[src/rtl/pipe_div_arb.sv]
// Round-robin front end sharing one fixed-latency pipelined divider among NUM_REQ requesters.
// A tag pipeline tracks issued divisions and routes each result back to its requester.
module pipe_div_arb #(
  parameter int unsigned NUM_REQ = 4,
  parameter int unsigned DEND_W  = 32,
  parameter int unsigned SOR_W   = 32,
  parameter int unsigned LAT     = DEND_W,
  parameter int unsigned MAX_OUT = 4
) (
  input  logic                        clk,
  input  logic                        rst_n,
  input  logic [NUM_REQ-1:0]          req_valid_i,
  output logic [NUM_REQ-1:0]          req_ready_o,
  input  logic [NUM_REQ*DEND_W-1:0]   req_dividend_i,
  input  logic [NUM_REQ*SOR_W-1:0]    req_divisor_i,
  output logic                        div_valid_o,
  output logic [DEND_W-1:0]           div_dividend_o,
  output logic [SOR_W-1:0]            div_divisor_o,
  input  logic                        div_valid_i,
  input  logic [DEND_W-1:0]           div_quotient_i,
  input  logic [SOR_W-1:0]            div_remainder_i,
  output logic [NUM_REQ-1:0]          rsp_valid_o,
  output logic [DEND_W-1:0]           rsp_quotient_o,
  output logic [SOR_W-1:0]            rsp_remainder_o,
  output logic                        rsp_dz_o,
  output logic                        busy_o,
  output logic                        err_o
);

  localparam int unsigned IdW    = (NUM_REQ > 1) ? $clog2(NUM_REQ) : 1;
  localparam logic [3:0]  MaxOut = 4'(MAX_OUT);

  logic [3:0]         cnt_q [NUM_REQ];
  logic [3:0]         cnt_d [NUM_REQ];
  logic [IdW-1:0]     last_q;
  logic [IdW-1:0]     grant_id;
  logic               grant_vld;
  logic [NUM_REQ-1:0] elig;
  logic [NUM_REQ-1:0] grant;

  logic               div_valid_q;
  logic [DEND_W-1:0]  div_dend_q;
  logic [SOR_W-1:0]   div_sor_q;
  logic [IdW-1:0]     iss_id_q;
  logic               iss_dz_q;

  logic [LAT-1:0]     tag_v_q;
  logic [LAT-1:0]     tag_dz_q;
  logic [IdW-1:0]     tag_id_q [LAT];

  logic [NUM_REQ-1:0] rsp_valid_q;
  logic [DEND_W-1:0]  rsp_quot_q;
  logic [SOR_W-1:0]   rsp_rem_q;
  logic               rsp_dz_q;
  logic               err_q;

  logic               em_v;
  logic               em_dz;
  logic [IdW-1:0]     em_id;
  logic               em_match;
  logic               em_mismatch;
  logic [SOR_W-1:0]   grant_sor;

  // Ready is held low during reset so nothing is accepted on the reset edge.
  always_comb begin
    for (int unsigned i = 0; i < NUM_REQ; i++) begin
      elig[i] = rst_n && req_valid_i[i] && (cnt_q[i] < MaxOut);
    end
  end

  always_comb begin
    grant_vld = 1'b0;
    grant_id  = '0;
    for (int unsigned off = 1; off <= NUM_REQ; off++) begin
      if (!grant_vld && elig[(32'(last_q) + off) % NUM_REQ]) begin
        grant_vld = 1'b1;
        grant_id  = IdW'((32'(last_q) + off) % NUM_REQ);
      end
    end
    grant = grant_vld ? (NUM_REQ'(1) << grant_id) : '0;
  end

  assign grant_sor = req_divisor_i[32'(grant_id) * SOR_W +: SOR_W];

  assign em_v        = tag_v_q[LAT-1];
  assign em_dz       = tag_dz_q[LAT-1];
  assign em_id       = tag_id_q[LAT-1];
  assign em_match    = em_v && div_valid_i;
  assign em_mismatch = em_v ^ div_valid_i;

  // Simultaneous grant and response leave the count unchanged.
  always_comb begin
    for (int unsigned i = 0; i < NUM_REQ; i++) begin
      cnt_d[i] = cnt_q[i];
      if (grant[i] && !rsp_valid_q[i]) begin
        cnt_d[i] = cnt_q[i] + 4'd1;
      end else if (!grant[i] && rsp_valid_q[i] && (cnt_q[i] != 4'd0)) begin
        cnt_d[i] = cnt_q[i] - 4'd1;
      end
    end
  end

  always_comb begin
    busy_o = |tag_v_q;
    for (int unsigned i = 0; i < NUM_REQ; i++) begin
      if (cnt_q[i] != 4'd0) busy_o = 1'b1;
    end
  end

  always_ff @(posedge clk) begin
    if (!rst_n) begin
      last_q      <= IdW'(NUM_REQ - 1);
      div_valid_q <= 1'b0;
      div_dend_q  <= '0;
      div_sor_q   <= '0;
      iss_id_q    <= '0;
      iss_dz_q    <= 1'b0;
      tag_v_q     <= '0;
      tag_dz_q    <= '0;
      rsp_valid_q <= '0;
      rsp_quot_q  <= '0;
      rsp_rem_q   <= '0;
      rsp_dz_q    <= 1'b0;
      err_q       <= 1'b0;
      for (int unsigned k = 0; k < LAT; k++) tag_id_q[k] <= '0;
      for (int unsigned i = 0; i < NUM_REQ; i++) cnt_q[i] <= 4'd0;
    end else begin
      div_valid_q <= grant_vld;
      if (grant_vld) begin
        last_q     <= grant_id;
        div_dend_q <= req_dividend_i[32'(grant_id) * DEND_W +: DEND_W];
        div_sor_q  <= grant_sor;
        iss_id_q   <= grant_id;
        iss_dz_q   <= (grant_sor == '0);
      end
      // Tag enters one cycle after issue so it leaves with the divider result.
      for (int unsigned k = LAT - 1; k > 0; k--) begin
        tag_v_q[k]  <= tag_v_q[k-1];
        tag_dz_q[k] <= tag_dz_q[k-1];
        tag_id_q[k] <= tag_id_q[k-1];
      end
      tag_v_q[0]  <= div_valid_q;
      tag_dz_q[0] <= iss_dz_q;
      tag_id_q[0] <= iss_id_q;
      rsp_valid_q <= em_match ? (NUM_REQ'(1) << em_id) : '0;
      if (em_match) begin
        rsp_quot_q <= div_quotient_i;
        rsp_rem_q  <= div_remainder_i;
        rsp_dz_q   <= em_dz;
      end
      err_q <= err_q | em_mismatch;
      for (int unsigned i = 0; i < NUM_REQ; i++) cnt_q[i] <= cnt_d[i];
    end
  end

  assign req_ready_o     = grant;
  assign div_valid_o     = div_valid_q;
  assign div_dividend_o  = div_dend_q;
  assign div_divisor_o   = div_sor_q;
  assign rsp_valid_o     = rsp_valid_q;
  assign rsp_quotient_o  = rsp_quot_q;
  assign rsp_remainder_o = rsp_rem_q;
  assign rsp_dz_o        = rsp_dz_q;
  assign err_o           = err_q;

endmodule
[config.mk]
export PLATFORM = sky130hd
export DESIGN_NAME = pipe_div_arb
export DESIGN_NICKNAME = d
export VERILOG_FILES = /design/src/rtl/pipe_div_arb.sv
export SDC_FILE = /design/constraint.sdc
export NUM_CORES = 1
export LEC_CHECK = 0
export ABC_AREA = 1
export BUFFER_PORTS_ARGS = -buffer_cell sky130_fd_sc_hd__buf_2
export CORE_ASPECT_RATIO = 1.25
export CORE_MARGIN = 2
export CORE_UTILIZATION = 30
export CTS_CLUSTER_DIAMETER = 150
export CTS_CLUSTER_SIZE = 25
export DETAILED_ROUTE_END_ITERATION = 16
export PLACE_DENSITY = 0.54
export SLEW_MARGIN = 20
export SYNTH_ARGS = -nofsm -noshare
export SYNTH_HDL_FRONTEND = slang
export SYNTH_SLANG_ARGS = --single-unit
[constraint.sdc]
create_clock -name clk -period 10.45 [get_ports clk]
set_clock_uncertainty 0.2 [all_clocks]
set_input_delay 2.09 -clock clk [delete_from_list [all_inputs] [get_ports clk]]
set_output_delay 2.09 -clock clk [all_outputs]
set_load 0.01 [all_outputs]
# Word level (Yosys, flattened, before mapping)
# Memory sizes are Yosys's and may differ from the RTL's.
# Index checks and enable logic that the tools add are counted.
# totals
reg_bits	204
word_cells	186
ram_bits	80
in_bits	327
out_inout_bits	140
memories	2
# memory_table
name	depth	width	rd	rd_ports_with_merged_regs	write_ports	line	source
tag_id_q	32	2	32	0	32	49	logic [IdW-1:0] tag_id_q [LAT];
cnt_q	4	4	4	0	4	33	logic [3:0] cnt_q [NUM_REQ];
# op_classes
order_cmp	8
muxes	67
n_addsub	12
shifts	4
n_reduce_logical	42
bitwise	38
# op_table
op	n
$shiftx 128x8->32	2
$mux 2	36
$mux 4	13
$or 1x1->1	37
$logic_not 32->1	1
$reduce_or 32->1	1
$logic_and 1x1->1	24
$add 4x1->4 const B	4
$lt 4x3->1 const B	4
$reduce_bool 4->1	4
$sub 4x1->4 const B	4
$mux 1	14
$lt 2x3->1 const B	4
$logic_not 1->1	11
$bmux 1 s2	4
$shl 1x2->4 const A	2
$add 2x1->2 const B	2
$add 2x2->2 const B	2
$reduce_and 2->1	1
$xor 1x1->1	1

# Depth between registers and ports, before layout
# logic_depth
ltp_word	22
mapped_depth	25
ltp_nobuf	24

# Worst setup path after synthesis
# No wires, ideal clock.
# synth_path
kind	input port to output port
from	in rst_n
to	out req_ready_o[1]
setup_slack_ns	4.673
path_buffers	3
t_arrival_ns	3.487
t_required_ns	8.160
path_stages	12
cell_sequence	buf_4 > nand2_1 > inv_2 > nand3_1 > nand2_1 > nor2_2 > nand2_2 > nand3_2 > nand3_4 > buf_6 > nor2_8 > buf_2
# synth_via
elab_chain_len	16
elab_cells_between_ends	32
cone_classes	shift: 1; mux: 17; reduce/logical: 14
# synth_lines
item	line	source
start: declaration	11	input logic rst_n,
$logic_and 1x1->1 (2 in a row)	67	elig[i] = rst_n && req_valid_i[i] && (cnt_q[i] < MaxOut);
$bmux 1 s2	75	if (!grant_vld && elig[(32'(last_q) + off) % NUM_REQ]) begin
$mux 1 (implied by the code)	75	
$mux 1	75	
$logic_not 1->1	75	
$logic_and 1x1->1	75	
$mux 1	75	
$logic_not 1->1	75	
$logic_and 1x1->1	75	
$mux 1	75	
$logic_not 1->1	75	
$logic_and 1x1->1	75	
$mux 2	75	
$shl 1x2->4	80	grant = grant_vld ? (NUM_REQ'(1) << grant_id) : '0;
$mux 4 *	80	
end: declaration	13	output logic [NUM_REQ-1:0] req_ready_o,
# Mark *: on every way between the ends. The rest lies on a longest branch, timed or not. The select of a mux whose other input is x is not followed.

# Worst setup path in the final report
# layout_path
from	in rst_n
to	out req_ready_o[0]
# Same word-level chain as after synthesis.

==> summary.txt <==
Detailed routing
  • Post-DR wirelength/cell: around 14 µm
  • Iteration-0 DRC Markers: between 600 and 700
  • Vias/cell: ~4.5
  • Drt pass-1 iters: 5
  • Drt drc: 0
  • Antenna Nets Post-Route: 0
  • Drt total wl: ~37000 µm
  • Vias: ~12k

Worst setup path
  • R2R depth: 18
  • Worst Path Max Fanout: between 100 and 150
  • Slowest cell on crit path: nand3_4
  • WP data required: 8.16 ns
  • Critical path's most frequent cell: nand2_1
  • Kind of critical path: input port to output port
  • Worst path arrival time: around 5.7 ns
  • Cells along the critical path: buf_6 -> nand2_1 -> inv_2 -> nand3_1 -> nand3_1 -> nand2_1 -> nand2_2 -> nand3_2 -> nand3_4 -> nand2_1 -> inv_2 -> nand2_1 -> inv_2 -> buf_2
  • Startpoint Class: input port
  • Critical Path End Type: output port
  • Worst stage delay on the critical path: 0.62 ns

Layout
  • Register area: between 0.005 and 0.006 mm²
  • Synthesis-to-finish area growth: 25.2%
  • Layout cells sized above 1: between 20% and 30%
  • Nets: 2413
  • # fillers: about 4.2k
  • Multi-input gate area: roughly 0.0049 mm²

Clocking
  • Hold-fix buffers, CTS: 0
  • CTS tree: done
  • Clock sinks: about 280
  • CTS HTree Levels: 1
  • Clock transition at path regs: around 0.090 ns
  • # Post-CTS Setup Buffers: 0
  • Root buf cell: clkbuf_16
  • CTS Buf Count: 15
  • CTS resizes: 0
  • Clk Latency, worst-skew pair: 0.50 ns
  • Clk buf depth: 3

Floorplan
  • Chip height: approximately 230 µm
  • Chip Width: 182 µm
  • I/O Pins: between 400 and 500
  • Die area: around 0.041 mm²
  • Core Box Area: 0.0392 mm²
  • # rows: 81
  • Initial core utilization: about 30%

Place
  • Final HPWL from detailed placement: 27000 µm
  • Gpl congestion: roughly 0.96
  • I/O Buffers: about 470

Yosys
  • Synth Warn #: 0
  • Synthesized netlist net count: just over 2k
  • Cell count after synthesis: 1680
  • Count leader, synth: nand2_1
  • Synth top area share: between 40% and 50%
  • Yosys cell types: 39
  • Syn_area_per_cell: between 7 and 8 µm²
  • Mapped Area: approximately 0.012 mm²
  • Area contributors post-synth: dfxtp_1, nand2_1, nor2_1
  • Most common library cells after synthesis: nand2_1, nor2_1, dfxtp_1, inv_1, o21ai_0
  • Synthesized flop and latch total: roughly 280
  • Cell taking the most area after synthesis: dfxtp_1
  • Async SR Flop Fraction: 0%
  • Synth Flop Type: dfxtp_1
  • Number of enable flip-flop cells after synthesis: 0
  • Seq/Total Area, Yosys: between 40% and 50%

Timing
  • Highest clock rate: between 100 and 150 MHz
  • Tightest Pin Transition: 1.04 ns
  • RSZ-0062 raised after global routing: no
  • Hold Slack: approximately 0.20 ns
  • Final Cycle Share: ~77%
  • Setup TNS: 0 ns
  • Slew HR: a little under a third
  • Final hold vios: 0
  • Final setup viols: 0
  • Final min period: ~8 ns
  • Final Max Slew Viols: 0

Global route
  • First-pass GRT wire length: ~57000 µm
  • Global-route usage over all layers: around 17%
  • Largest net degree at the start of global routing: about 100
  • Initial antenna violation count: 5
  • GR Util met1: between 20% and 30%
  • Number of global-route vias before repair: between 10k and 15k
  • Final global-route overflow total: 0
  • Global route hottest layer: met2
  • Grt met3 use: around 2.4%
  • M2 GR Usage: 29.7%

Hold path
  • Hold path cells: 2
  • Hold Path Class: flip-flop to flip-flop

Power
  • Lkg Pwr: 8.65 nW
  • PwrDens: roughly 270 mW/mm²
  • VDD IR-drop max: ~0.28 mV

Status
  • Outcome: complete, no violations

Job
  • Max-Cap Viols: 0
-- layer usage --
metal	wire (µm)	vias to the layer above
met4	1340	0
met2	17800	330
li1	-	6009
met1	16000	5254
met3	1870	64
met5	0	-
-- metrics by stage --
step,cells,total power [mW],area (µm²),worst slack [ns],util (%)
after floorplan,1680,2.91,11900,4.67,-
after global placement,2554,3.50,14600,2.42,37.1
after detailed placement,2554,3.53,14600,2.37,37.1
after CTS,2570,4.16,14900,2.37,38.1
after global routing,2575,4.49,15000,2.00,38.1
final,2575,4.11,15000,2.45,38.1
-- where the power goes --
group / switching (mW) / internal, mW
registers: 0.0826 / 1.23
clock network: 0.349 / 0.264
logic: 1.49 / 0.693
total: 1.93 / 2.18
-- critical path: cells and delay by family --
| kind | cells | cell delay [ns] |
|---|---|---|
| buf+inv | 5 | 1.38 |
| simple gates | 9 | 2.20 |
-- state kept, by name, indices dropped and copies added (netlist names) --
name             flops
tag_dz_q            32
last_q               2
div_dividend_o      32
rsp_remainder_o     32
tag_id_q            64
cnt_q               16
tag_v_q             32
div_valid_o          1
rsp_valid_o          4
err_o                1
rsp_dz_o             1
rsp_quotient_o      32
iss_id_q             2
iss_dz_q             1
div_divisor_o       32
-- path summary, 6_finish.rpt --
kind | startpoint | endpoint | slack [ns]
setup / recovery | rst_n | req_ready_o[0] | 2.45
hold / removal | tag_id_q[1][3]$_SDFF_PN0_ | tag_id_q[1][5]$_SDFF_PN0_ | 0.20
setup reg to reg | last_q[0]$_SDFFE_PN1N_ | cnt_q[3][3]$_SDFFE_PN0P_ | 5.20
hold reg to reg | tag_id_q[1][3]$_SDFF_PN0_ | tag_id_q[1][5]$_SDFF_PN0_ | 0.20
-- area by class of cell --
class | instances | area share, %
Sequential cell | 284 | 38.0
Timing Repair Buffer | 474 | 16.0
Clock inverter | 1 | 0.109
Inverter | 249 | 6.26
Antenna cell | 5 | 0.0836
Clock buffer | 15 | 2.51
Multi-Input combinational cell | 1049 | 32.8
Tap cell | 498 | 4.16
-- kinds of logic (layout without fill, tap and decap cells) --
group	Yosys count	after routing	synth area share [%]
compound gates	272	272	12.7
mux	1	1	0.0838
other cells	0	5	0
simple gates	756	756	26.2
flops	284	284	47.6
xor+xnor	7	7	0.513
buf+inv	347	739	11.4
fa+ha+maj	13	13	1.61
-- layout by cell type (no fill, tap or decap), types with 3 or more instances in the layout --
master,netlist,routed
nand3_1,80,80
clkbuf_16,0,15
buf_4,7,8
a21oi_1,19,19
nand3b_1,19,19
inv_1,239,238
a31oi_1,25,25
nor2_1,296,296
o211ai_1,6,6
ha_1,9,8
nand2_1,332,331
nor4_1,11,11
xnor2_1,6,6
nand2_2,3,4
o21ai_0,184,184
inv_2,10,10
buf_2,13,465
fa_1,4,4
a21o_1,3,3
diode_2,0,5
nand4_1,3,3
a41oi_1,9,9
dfxtp_1,284,284
a22oi_1,24,24
No activity file was read; power rests on OpenSTA's default activity.
